==> src/rtl/tt_um_array_div_joe_leighthardt_if.sv <==
// Tiny Tapeout tile pin bundle for the array divider.
//   ena     : tile enable (ignored by the divider)
//   ui_in   : dividend N[7:0]
//   uio_in  : [3:0] divisor D, [4] start, [5] sel, [7:6] unused
//   uo_out  : quotient, or {4'b0, remainder} when sel=1
//   uio_out : [6] busy, [7] done, [5:0] zero
//   uio_oe  : constant 8'hC0
// The master drives the inputs (harness / testbench); the slave is the tile.
interface tt_um_array_div_joe_leighthardt_if;
    logic       ena;
    logic [7:0] ui_in;
    logic [7:0] uio_in;
    logic [7:0] uo_out;
    logic [7:0] uio_out;
    logic [7:0] uio_oe;

    modport master (output ena, ui_in, uio_in, input uo_out, uio_out, uio_oe);
    modport slave  (input ena, ui_in, uio_in, output uo_out, uio_out, uio_oe);
endinterface

==> src/rtl/tt_um_array_div_joe_leighthardt.sv <==
// Sequential restoring divider: 8-bit dividend / 4-bit divisor ->
// 8-bit quotient + 4-bit remainder, one quotient bit per clock.
//   clk   : rising-edge clock
//   rst_n : asynchronous active-low reset
//   bus   : tile pins (see tt_um_array_div_joe_leighthardt_if)
// A rising edge on start launches an operation from IDLE or DONE. Divide
// by zero finishes immediately with Q=8'hFF, R=4'hF. Results are held until
// the next operation completes.
module tt_um_array_div_joe_leighthardt (
    input  logic clk,
    input  logic rst_n,
    tt_um_array_div_joe_leighthardt_if.slave bus
);
    typedef enum logic [1:0] {S_IDLE, S_RUN, S_DONE} state_t;

    state_t     r_state, w_state_nx;
    logic       r_start_q;
    logic [7:0] r_a;      // dividend shifting out, quotient shifting in
    logic [3:0] r_b;      // latched divisor
    logic [4:0] r_p;      // partial remainder
    logic [2:0] r_cnt;
    logic [7:0] r_q;
    logic [3:0] r_r;

    logic [3:0] w_d;
    logic       w_start, w_sel, w_go, w_ge, w_last;
    logic [4:0] w_t, w_p_nx;
    logic [7:0] w_a_nx;
    logic [2:0] w_unused;

    assign w_d      = bus.uio_in[3:0];
    assign w_start  = bus.uio_in[4];
    assign w_sel    = bus.uio_in[5];
    assign w_unused = {bus.ena, bus.uio_in[7:6]};
    assign w_go     = w_start & ~r_start_q;
    assign w_last   = (r_cnt == 3'd7);

    // One restoring step: bring the next dividend bit into the remainder and
    // subtract the divisor if it fits. P < B always holds, so t fits 5 bits.
    assign w_t    = {r_p[3:0], r_a[7]};
    assign w_ge   = (w_t >= {1'b0, r_b});
    assign w_p_nx = w_ge ? (w_t - {1'b0, r_b}) : w_t;
    assign w_a_nx = {r_a[6:0], w_ge};

    always_comb begin
        w_state_nx = r_state;
        case (r_state)
            S_IDLE, S_DONE: if (w_go) w_state_nx = (w_d == 4'd0) ? S_DONE : S_RUN;
            S_RUN:          if (w_last) w_state_nx = S_DONE;
            default:        w_state_nx = S_IDLE;
        endcase
    end

    always_ff @(posedge clk or negedge rst_n) begin
        if (!rst_n) begin
            r_state   <= S_IDLE;
            r_start_q <= 1'b0;
        end else begin
            r_state   <= w_state_nx;
            r_start_q <= w_start;
        end
    end

    always_ff @(posedge clk or negedge rst_n) begin
        if (!rst_n) begin
            r_a   <= '0;
            r_b   <= '0;
            r_p   <= '0;
            r_cnt <= '0;
            r_q   <= '0;
            r_r   <= '0;
        end else begin
            case (r_state)
                S_IDLE, S_DONE: begin
                    if (w_go) begin
                        r_a   <= bus.ui_in;
                        r_b   <= w_d;
                        r_p   <= '0;
                        r_cnt <= '0;
                        if (w_d == 4'd0) begin
                            r_q <= 8'hFF;
                            r_r <= 4'hF;
                        end
                    end
                end
                S_RUN: begin
                    r_a   <= w_a_nx;
                    r_p   <= w_p_nx;
                    r_cnt <= r_cnt + 3'd1;
                    if (w_last) begin
                        r_q <= w_a_nx;
                        r_r <= w_p_nx[3:0];
                    end
                end
                default: ;
            endcase
        end
    end

    assign bus.uo_out  = w_sel ? {4'b0000, r_r} : r_q;
    assign bus.uio_out = {r_state == S_DONE, r_state == S_RUN, 6'b000000};
    assign bus.uio_oe  = 8'hC0;
endmodule

==> src/flat_wrapper.sv <==
// flat-port wrapper written by rule: the top's interface ports become plain ports
module tt_um_array_div_joe_leighthardt_flat 
  (clk, rst_n, bus_ena, bus_ui_in, bus_uio_in, bus_uo_out, bus_uio_out, bus_uio_oe);
  tt_um_array_div_joe_leighthardt_if bus_i ();
  input  logic clk;
  input  logic rst_n;
  input wire logic [$bits(bus_i.ena)-1:0] bus_ena;
  input wire logic [$bits(bus_i.ui_in)-1:0] bus_ui_in;
  input wire logic [$bits(bus_i.uio_in)-1:0] bus_uio_in;
  output wire logic [$bits(bus_i.uo_out)-1:0] bus_uo_out;
  output wire logic [$bits(bus_i.uio_out)-1:0] bus_uio_out;
  output wire logic [$bits(bus_i.uio_oe)-1:0] bus_uio_oe;
  assign bus_i.ena = bus_ena;
  assign bus_i.ui_in = bus_ui_in;
  assign bus_i.uio_in = bus_uio_in;
  assign bus_uo_out = bus_i.uo_out;
  assign bus_uio_out = bus_i.uio_out;
  assign bus_uio_oe = bus_i.uio_oe;
  tt_um_array_div_joe_leighthardt u_core (.clk(clk), .rst_n(rst_n), .bus(bus_i));
endmodule
==> config.mk <==
export PLATFORM = sky130hd
export DESIGN_NAME = tt_um_array_div_joe_leighthardt_flat
export DESIGN_NICKNAME = d
export VERILOG_FILES = /design/src/rtl/tt_um_array_div_joe_leighthardt_if.sv /design/src/rtl/tt_um_array_div_joe_leighthardt.sv /design/src/flat_wrapper.sv
export SDC_FILE = /design/constraint.sdc
export NUM_CORES = 1
export LEC_CHECK = 0
export ABC_AREA = 1
export ABC_CLOCK_PERIOD_IN_PS = 1400
export BUFFER_PORTS_ARGS = -buffer_cell sky130_fd_sc_hd__buf_4
export CORE_MARGIN = 1.5
export CORE_UTILIZATION = 32
export DETAILED_ROUTE_END_ITERATION = 12
export SYNTH_ARGS = -nofsm -noshare
export SYNTH_HDL_FRONTEND = slang
export SYNTH_SLANG_ARGS = --single-unit
==> constraint.sdc <==
create_clock -name clk -period 1.4 [get_ports clk]
set_clock_uncertainty 0.05 [all_clocks]
set_input_delay 0.07 -clock clk [delete_from_list [all_inputs] [get_ports clk]]
set_output_delay 0.07 -clock clk [all_outputs]
set_load 0.05 [all_outputs]
Yosys cells after proc, flatten, opt, wreduce, memory -nomap -nowiden
Index checks and enable logic that the tools add are counted.
{"block": "op_classes", "bitwise_logic": 2, "n_reduce_logical": 8, "addsub": 2, "magnitude_cmp": 1, "n_mux": 20, "eq_ne": 6}
{"op": "two-way mux 8 bit", "n": 5}
{"op": "one-hot mux 8 bit (2 select lines)", "n": 2}
{"op": "two-way mux 4 bit", "n": 5}
{"op": "one-hot mux 4 bit (2 select lines)", "n": 2}
{"op": "two-way mux 2 bit", "n": 3}
{"op": "!= test 2 x 1 -> 1 bit, second input constant", "n": 3}
{"op": "one-hot mux 3 bit (2 select lines)", "n": 1}
{"op": "AND reduction 2 bit", "n": 3}
{"op": "greater-or-equal comparator 5 x 4 -> 1 bit", "n": 1}
{"op": "zero test 4 bit", "n": 1}
{"op": "one-hot mux 2 bit (2 select lines)", "n": 1}
{"op": "AND reduction 4 bit", "n": 1}
{"op": "subtractor 4 bit", "n": 1}
{"op": "adder 3 x 1 -> 3 bit, second input constant", "n": 1}
{"op": "== test 3 bit, second input constant", "n": 1}
{"op": "two-way mux 3 bit", "n": 1}
{"op": "== test 2 x 1 -> 1 bit, second input constant", "n": 1}
{"op": "== test 2 bit, second input constant", "n": 1}
{"op": "zero test 2 bit", "n": 1}
{"op": "nonzero test 2 bit", "n": 1}
{"op": "OR reduction 2 bit", "n": 1}
{"op": "bitwise AND 1 bit", "n": 1}
{"op": "NOT 1 bit", "n": 1}
{"block": "totals", "inputBits": 19, "ff_bits": 34, "word_cells": 47}

Depth between registers and ports, before layout
Gate-level depths: netlist of run 1.
{"block": "logic_depth", "word_depth": 4, "depth_mapped": 12, "mapped_depth_nobuf": 12}

Worst setup path before layout of run 1
OpenSTA, ideal clock, no wires.
{"block": "synth_timing", "path_type": "flip-flop to output port", "start": "reg u_core.r_q[0]", "end": "out bus_uo_out[0]", "n_path_buf": 0, "setup_slack_ns": -0.148, "stages_incl_launch_ff": 3, "arrival_time_ns": 1.428, "path_cell_list": "dfrtp_1 inv_1 o21ai_0"}
{"block": "synth_via", "elab_chain_len": 1}
{"item": "start, declared", "line_no": "tt_um_array_div_joe_leighthardt.sv:22", "source": "logic [7:0] r_q;"}
{"item": "start signal, assigned", "line_no": "tt_um_array_div_joe_leighthardt.sv:91", "source": "r_q <= w_a_nx;"}
{"item": "two-way mux 8 bit", "line_no": "tt_um_array_div_joe_leighthardt.sv:100", "source": "assign bus.uo_out = w_sel ? {4'b0000, r_r} : r_q;"}
{"item": "end, declared", "line_no": "flat_wrapper.sv:10", "source": "output wire logic [$bits(bus_i.uo_out)-1:0] bus_uo_out;"}
Every way passes these cells.

Worst setup path in the final report of run 1
{"block": "layout_timing", "start": "reg u_core.r_p[1]", "end": "reg u_core.r_p[3]"}
{"block": "layout_via", "elab_chain_len": 3}
{"item": "start, declared", "line_no": "tt_um_array_div_joe_leighthardt.sv:20", "source": "logic [4:0] r_p;"}
{"item": "start signal, assigned", "line_no": "tt_um_array_div_joe_leighthardt.sv:88", "source": "r_p <= w_p_nx;"}
{"item": "subtractor 4 bit / greater-or-equal comparator 5 x 4 -> 1 bit (equally long branches)", "line_no": "tt_um_array_div_joe_leighthardt.sv:42, tt_um_array_div_joe_leighthardt.sv:41"}
{"item": "two-way mux 4 bit (*)", "line_no": "tt_um_array_div_joe_leighthardt.sv:42", "source": "assign w_p_nx = w_ge ? (w_t - {1'b0, r_b}) : w_t;"}
{"item": "one-hot mux 4 bit (2 select lines) (*)", "line_no": "tt_um_array_div_joe_leighthardt.sv:73", "source": "case (r_state)"}
Mark *: on every way between the ends. The rest lies on a longest branch, timed or not.
A chain may end at the register's enable or synchronous reset.

==> results of run 1 <==
layout make-up:
cell class | count | area (um2)
clock buffer | 6 | 82.6
tap | 75 | 93.8
clock inverter | 2 | 12.5
timing repair buffer | 56 | 473
inverter | 28 | 125
multi-input combinational | 148 | 971
fill | 574 | 3240
timing repair inverter | 1 | 6.26
sequential | 34 | 851
Yosys cell counts (all sizes together) (2+ instances only):
| library cell | n | area (um2) |
|---|---|---|
| nand2 | 42 | 185 |
| buf | 21 | 173 |
| nor3 | 12 | 60.1 |
| conb | 2 | 7.51 |
| clkbuf | 2 | 17.5 |
| o21ai | 19 | 114 |
| nand4 | 4 | 25.0 |
| ha | 6 | 75.1 |
| mux2 | 3 | 33.8 |
| nor2 | 26 | 97.6 |
| a22o | 2 | 17.5 |
| a21oi | 3 | 30.0 |
| nand3 | 10 | 50.1 |
| dfrtp | 34 | 851 |
| inv | 28 | 110 |
timing repair:
item | CTS | global route
gates cloned | 1 | 0
hold endpoints to repair | 35 | 0
pin swaps | 9 | 8
setup buffers | 7 | 2
gates resized for setup | 19 | 16
hold buffers | 2 | 0
setup endpoints to repair | 20 | 22
placed cells by master (no fill, tap or decap), drive strengths merged, types with 3 or more instances in the layout:
| cell type | count |
|---|---|
| clkbuf | 6 |
| nor2 | 26 |
| conb | 14 |
| o21ai | 19 |
| nand4 | 4 |
| dfrtp | 34 |
| mux2 | 3 |
| ha | 6 |
| nor3 | 12 |
| nand3 | 10 |
| inv | 29 |
| buf | 54 |
| nand2 | 42 |
| a21oi | 3 |
final timing paths:
path,cells past startpoint,from,slack [ps],end
max,8,u_core.r_p[1],-190,u_core.r_p[3]
min,3,bus_ui_in[5],8,u_core.r_a[5]
max reg2reg,8,u_core.r_p[1],-190,u_core.r_p[3]
min reg2reg,2,u_core.r_r[0],440,u_core.r_r[0]
max in group asynchronous,2,rst_n,770,u_core.r_p[0]
min in group asynchronous,2,rst_n,220,u_core.r_q[4]
stage by stage:
| step | instance area [um2] | hold slack [ps] | setup TNS, ps | instances | power, mW |
|---|---|---|---|---|---|
| 6_report | 2620 | 8.31 | -2140 | 350 | 7.13 |
| 5_1_grt | 2620 | 15.3 | -3780 | 350 | 7.72 |
| 4_1_cts | 2520 | 8.09 | -2170 | 348 | 6.82 |
| 3_5_place_dp | 2280 | -2.47 | -2250 | 330 | 5.62 |
| 3_3_place_gp | 2280 | -1.21 | -2040 | 330 | 5.55 |
| 2_1_floorplan | 2020 | -276 | -762 | 233 | 4.53 |
sequential cells by signal, summed over array words and instances (netlist names):
| name | count |
|---|---|
| u_core.r_cnt | 3 |
| u_core.r_q | 8 |
| u_core.r_state | 2 |
| u_core.r_p | 4 |
| u_core.r_b | 4 |
| u_core.r_r | 4 |
| u_core.r_start_q | 1 |
| u_core.r_a | 8 |
power by group through the flow:
stage,logic [mW],registers [mW],clock network (mW)
2_1_floorplan,2.83,1.71,0
3_5_place_dp,3.86,1.76,0
3_3_place_gp,3.81,1.74,0
6_report,4.59,1.77,0.767
4_1_cts,4.26,1.76,0.798
5_1_grt,5.05,1.84,0.834
logic make-up (layout without fill, tap and decap cells):
| kind of cell | after synthesis | count (layout) |
|---|---|---|
| flops | 34 | 34 |
| xor+xnor | 1 | 1 |
| simple gates | 97 | 97 |
| compound gates | 26 | 26 |
| buf+inv | 51 | 93 |
| mux | 3 | 3 |
| fa+ha+maj | 7 | 7 |
| other cells | 2 | 14 |
worst max-delay path, cell delays in order, from the launching register on:
cell and delay, ps:
dfrtp_1 430, ha_4 270, a21oi_2 140, nand2_1 110, nand2_4 130, nand2_4 80, nand2_2 60, nand3_2 70
nor2b_1 140
layer usage:
layer / vias to the layer above / share of wire / track usage
met3: 5 / 0.049 / 0.0420
met5: - / 0 / 0
met1: 673 / 0.47 / 0.186
met4: 0 / 0.011 / 0.0466
li1: 780 / - / -
met2: 39 / 0.47 / 0.227
==> results.cfg, run 1 <==
[timing]
period_share = 1.13
timing.final.ws_setup_ps = -186
fmax_mhz = 630
finalHoldViolCount = 0
slew_violations = 0
fin_crit_ps = 1590
rsz0062_at_grt = yes
setup_viol = 18

[floorplan]
die_area_um2 = 6490
die_width_um = 80.6
core_um2 = 5850
fp.dieH_um = 80.6
start_util = 0.329
pin_count = 43
rows = 28

[synth]
synth_xor_xnor_area_share = 0.00455
synth_area_um2 = 1930
synth_edf_count = 0
yosys.area_share.simple = 0.235
ys_seq_area_frac = 0.442
synth_area_per_cell_um2 = 8.71
synth_top_family_by_area = simple AND/OR/NAND/NOR gates
muxShareOfSynthArea = 0.0175
ys_types = 34
synthFlopType = dfrtp_1
synth_fa_ha_area_frac = 0.0494
synth_compound_area_frac = 0.0916
yosysWarnings = 0
ys_async_sr_fraction = 1.00
synthCells = 221
synth-seq-cells = 34

[detailed_routing]
final_antenna_net_count = 0
post_drt_via_cell_ratio = 4.28
first_iter_violations = 91
wl_mm = 4.12
dr_total_vias = 1497
drtPass1Iterations = 4
drt-wirelength-per-cell_um = 11.8
drc = 0

[worst_setup_path]
start_kind = register
worstSetupPathType = reg2reg
crit_arrival_ps = 1710
crit_path_end_kind = register
cp.required_ps = 1530
worstPathMaxFanout = 6

[clocking]
clk_pin_slew_worst_paths_ps = 70
root_buffer = clkbuf_8
clock_latency_ps = 290
cts_buffers = 5
h-tree-depth = 2
cts_max_path_buffers = 2
cts_tree = yes
cts.sinks = 34

[status]
outcome = finished, violations left
failed_checks = negative setup slack

[global_route]
grt.total_usage = 0.143
grt_max_degree = 35
grt-ovfl-total = 0
grt_pass1_wl_mm = 6.98
grt_pass1_vias = 1458
antenna_found_initial = 0

[power]
power.internal_mw = 3.93
power_frac_seq = 0.249
vdd_drop_max_mv = 0.855
sw_frac_of_total = 0.448
p_switching_mw = 3.20
p_clk_frac = 0.108
leakage_nw = 1.29
powerDensity_nw_per_um2 = 2730
power.share.combinational = 0.644

[finish]
antenna_cells = 0
drive_above_1_share = 0.422
post-route-util = 0.447
nets = 300
syn_to_final_growth_pct = 35.8

[place]
preCtsSetupSlack_ps = -204
gp_congestion = 0.827
portBuffers = 25
post-dp-hpwl_mm = 2.87

[min_path]
worst_hold_path_type = in2reg

[job]
cap_violations = 0
Power figures use the tool's default switching activity.
==> inputs of run 2 (changes only) <==
Settings changed: RECOVER_POWER from default to 25.
==> run 2 against run 1 <==
The run still ends with negative setup slack left. First-iteration DRC count did not move. Setup slack barely moved. Worst hold slack barely moved. Critical path depth did not move. Die area did not move. Global-route usage did not move. Total power barely moved. Maximum frequency barely moved. Non-clock buffer count did not move. Core utilization fell by 0.11 points.
==> results.cfg, run 2 (same netlist as run 1, synthesis figures left out) <==
[power]
power.share.combinational = 0.644
p_switching_mw = 3.20
p_clk_frac = 0.108
powerDensity_nw_per_um2 = 2730
power_frac_seq = 0.249
power.internal_mw = 3.93
leakage_nw = 1.29
sw_frac_of_total = 0.449
vdd_drop_max_mv = 0.855

[clocking]
cts_tree = yes
cts.sinks = 34
root_buffer = clkbuf_8
clock_latency_ps = 290
h-tree-depth = 2
cts_max_path_buffers = 2
clk_pin_slew_worst_paths_ps = 70
cts_buffers = 5

[global_route]
grt_max_degree = 35
antenna_found_initial = 0
grt_pass1_wl_mm = 6.98
grt_pass1_vias = 1458
grt-ovfl-total = 0
grt.total_usage = 0.143

[worst_setup_path]
start_kind = register
crit_path_end_kind = register
crit_arrival_ps = 1710
critPathMostFrequentCell = nand2_4
cp.required_ps = 1530
slowest_stage = dfrtp_1
worstSetupPathType = reg2reg
critPathMaxStageDelay_ps = 430
crit_chain = ha_4 > a21oi_2 > nand2_1 > nand2_4 > nand2_4 > nand2_2 > nand3_2 > nor2b_1
worstPathMaxFanout = 6

[timing]
fin_tns_setup_ps = -2140
fin_crit_ps = 1590
timing.final.ws_setup_ps = -186
max-slew-margin-rel = 0.437
finalHoldViolCount = 0
rsz0062_at_grt = yes
slew_violations = 0
setup_viol = 18
worst_pin_slew_ps = 844
fmax_mhz = 630
period_share = 1.13

[floorplan]
start_util = 0.329
rows = 28
core_um2 = 5850
die_area_um2 = 6490
die_width_um = 80.6
fp.dieH_um = 80.6
pin_count = 43

[place]
preCtsSetupSlack_ps = -204
dp.cells = 330
portBuffers = 25
post-dp-hpwl_mm = 2.87
gp_congestion = 0.827

[detailed_routing]
final_antenna_net_count = 0
drt-wirelength-per-cell_um = 11.8
drc = 0
drtPass1Iterations = 4
dr_total_vias = 1501
post_drt_via_cell_ratio = 4.29
wl_mm = 4.13
first_iter_violations = 91

[finish]
finalNonFillerCells = 350
top_regs = u_core.r_a (8), u_core.r_q (8)
syn_to_final_growth_pct = 35.5
drive_above_1_share = 0.418
nets = 300
antenna_cells = 0
final_common_cell = buf_4
final_cell_mix = buf_4 (45), dfrtp_1 (34), nor2_1 (26), nand2_1 (26), inv_1 (20)

[min_path]
worst_hold_path_type = in2reg

[job]
cap_violations = 0

[status]
outcome = finished, violations left
failed_checks = negative setup slack
-- run 2: changes by cell type in the layout (fill, tap and decap cells not counted) --
cell      previous run  this run
clkbuf_2             0         1
buf_4               47        45
clkbuf_1             0         1
-- run 2: power groups by stage --
stage | sequential (mW) | combinational (mW) | clock (mW)
floorplan | 1.71 | 2.83 | 0
global placement | 1.74 | 3.81 | 0
detailed placement | 1.76 | 3.86 | 0
CTS | 1.76 | 4.26 | 0.798
global route | 1.84 | 5.05 | 0.834
finish | 1.77 | 4.59 | 0.767
-- run 2: routing by layer --
metal | track usage | share of wire | up-vias
met4 | 0.0466 | 0.011 | 0
met5 | 0 | 0 | -
met2 | 0.227 | 0.47 | 39
met1 | 0.186 | 0.47 | 677
li1 | - | - | 780
met3 | 0.0420 | 0.049 | 5
-- run 2: worst paths after layout --
check	startpoint	endpoint	slack (ps)	depth (start not counted)
worst max-delay path	u_core.r_p[1]	u_core.r_p[3]	-190	8
worst min-delay path	bus_ui_in[5]	u_core.r_a[5]	8	3
worst max register to register	u_core.r_p[1]	u_core.r_p[3]	-190	8
worst min register to register	u_core.r_r[0]	u_core.r_r[0]	440	2
max in group asynchronous	rst_n	u_core.r_p[0]	400	2
min in group asynchronous	rst_n	u_core.r_q[4]	370	2
-- run 2: final cells by class --
type	instances	area, um2
Tap cell	75	93.8
Sequential cell	34	851
Timing Repair inverter	1	6.26
Inverter	28	125
Clock inverter	2	12.5
Clock buffer	6	82.6
Timing Repair Buffer	56	467
Fill cell	575	3240
Multi-Input combinational cell	148	971
-- run 2: critical path, delay by kind of cell, from the launching register on --
family	cells	cell delay, ps
AOI/OAI and AO/OA	1	140
adders and majority gates	1	270
DFF	1	430
and+or+nand+nor	6	590
-- run 2: timing repair --
item,CTS,global route
endpoints found under the hold margin,35,0
resized for setup,19,16
pin swaps,9,8
setup buffers,7,2
setup endpoints to repair,20,22
gates cloned,1,0
hold buffers,2,0
-- run 2: stage by stage --
step | instance area, um2 | hold slack, ps | util | power, mW
floorplan | 2020 | -276 | - | 4.53
global placement | 2280 | -1.21 | 0.391 | 5.55
detailed placement | 2280 | -2.47 | 0.391 | 5.62
CTS | 2520 | 8.09 | 0.431 | 6.82
global route | 2610 | 15.3 | 0.446 | 7.72
finish | 2610 | 8.23 | 0.446 | 7.13
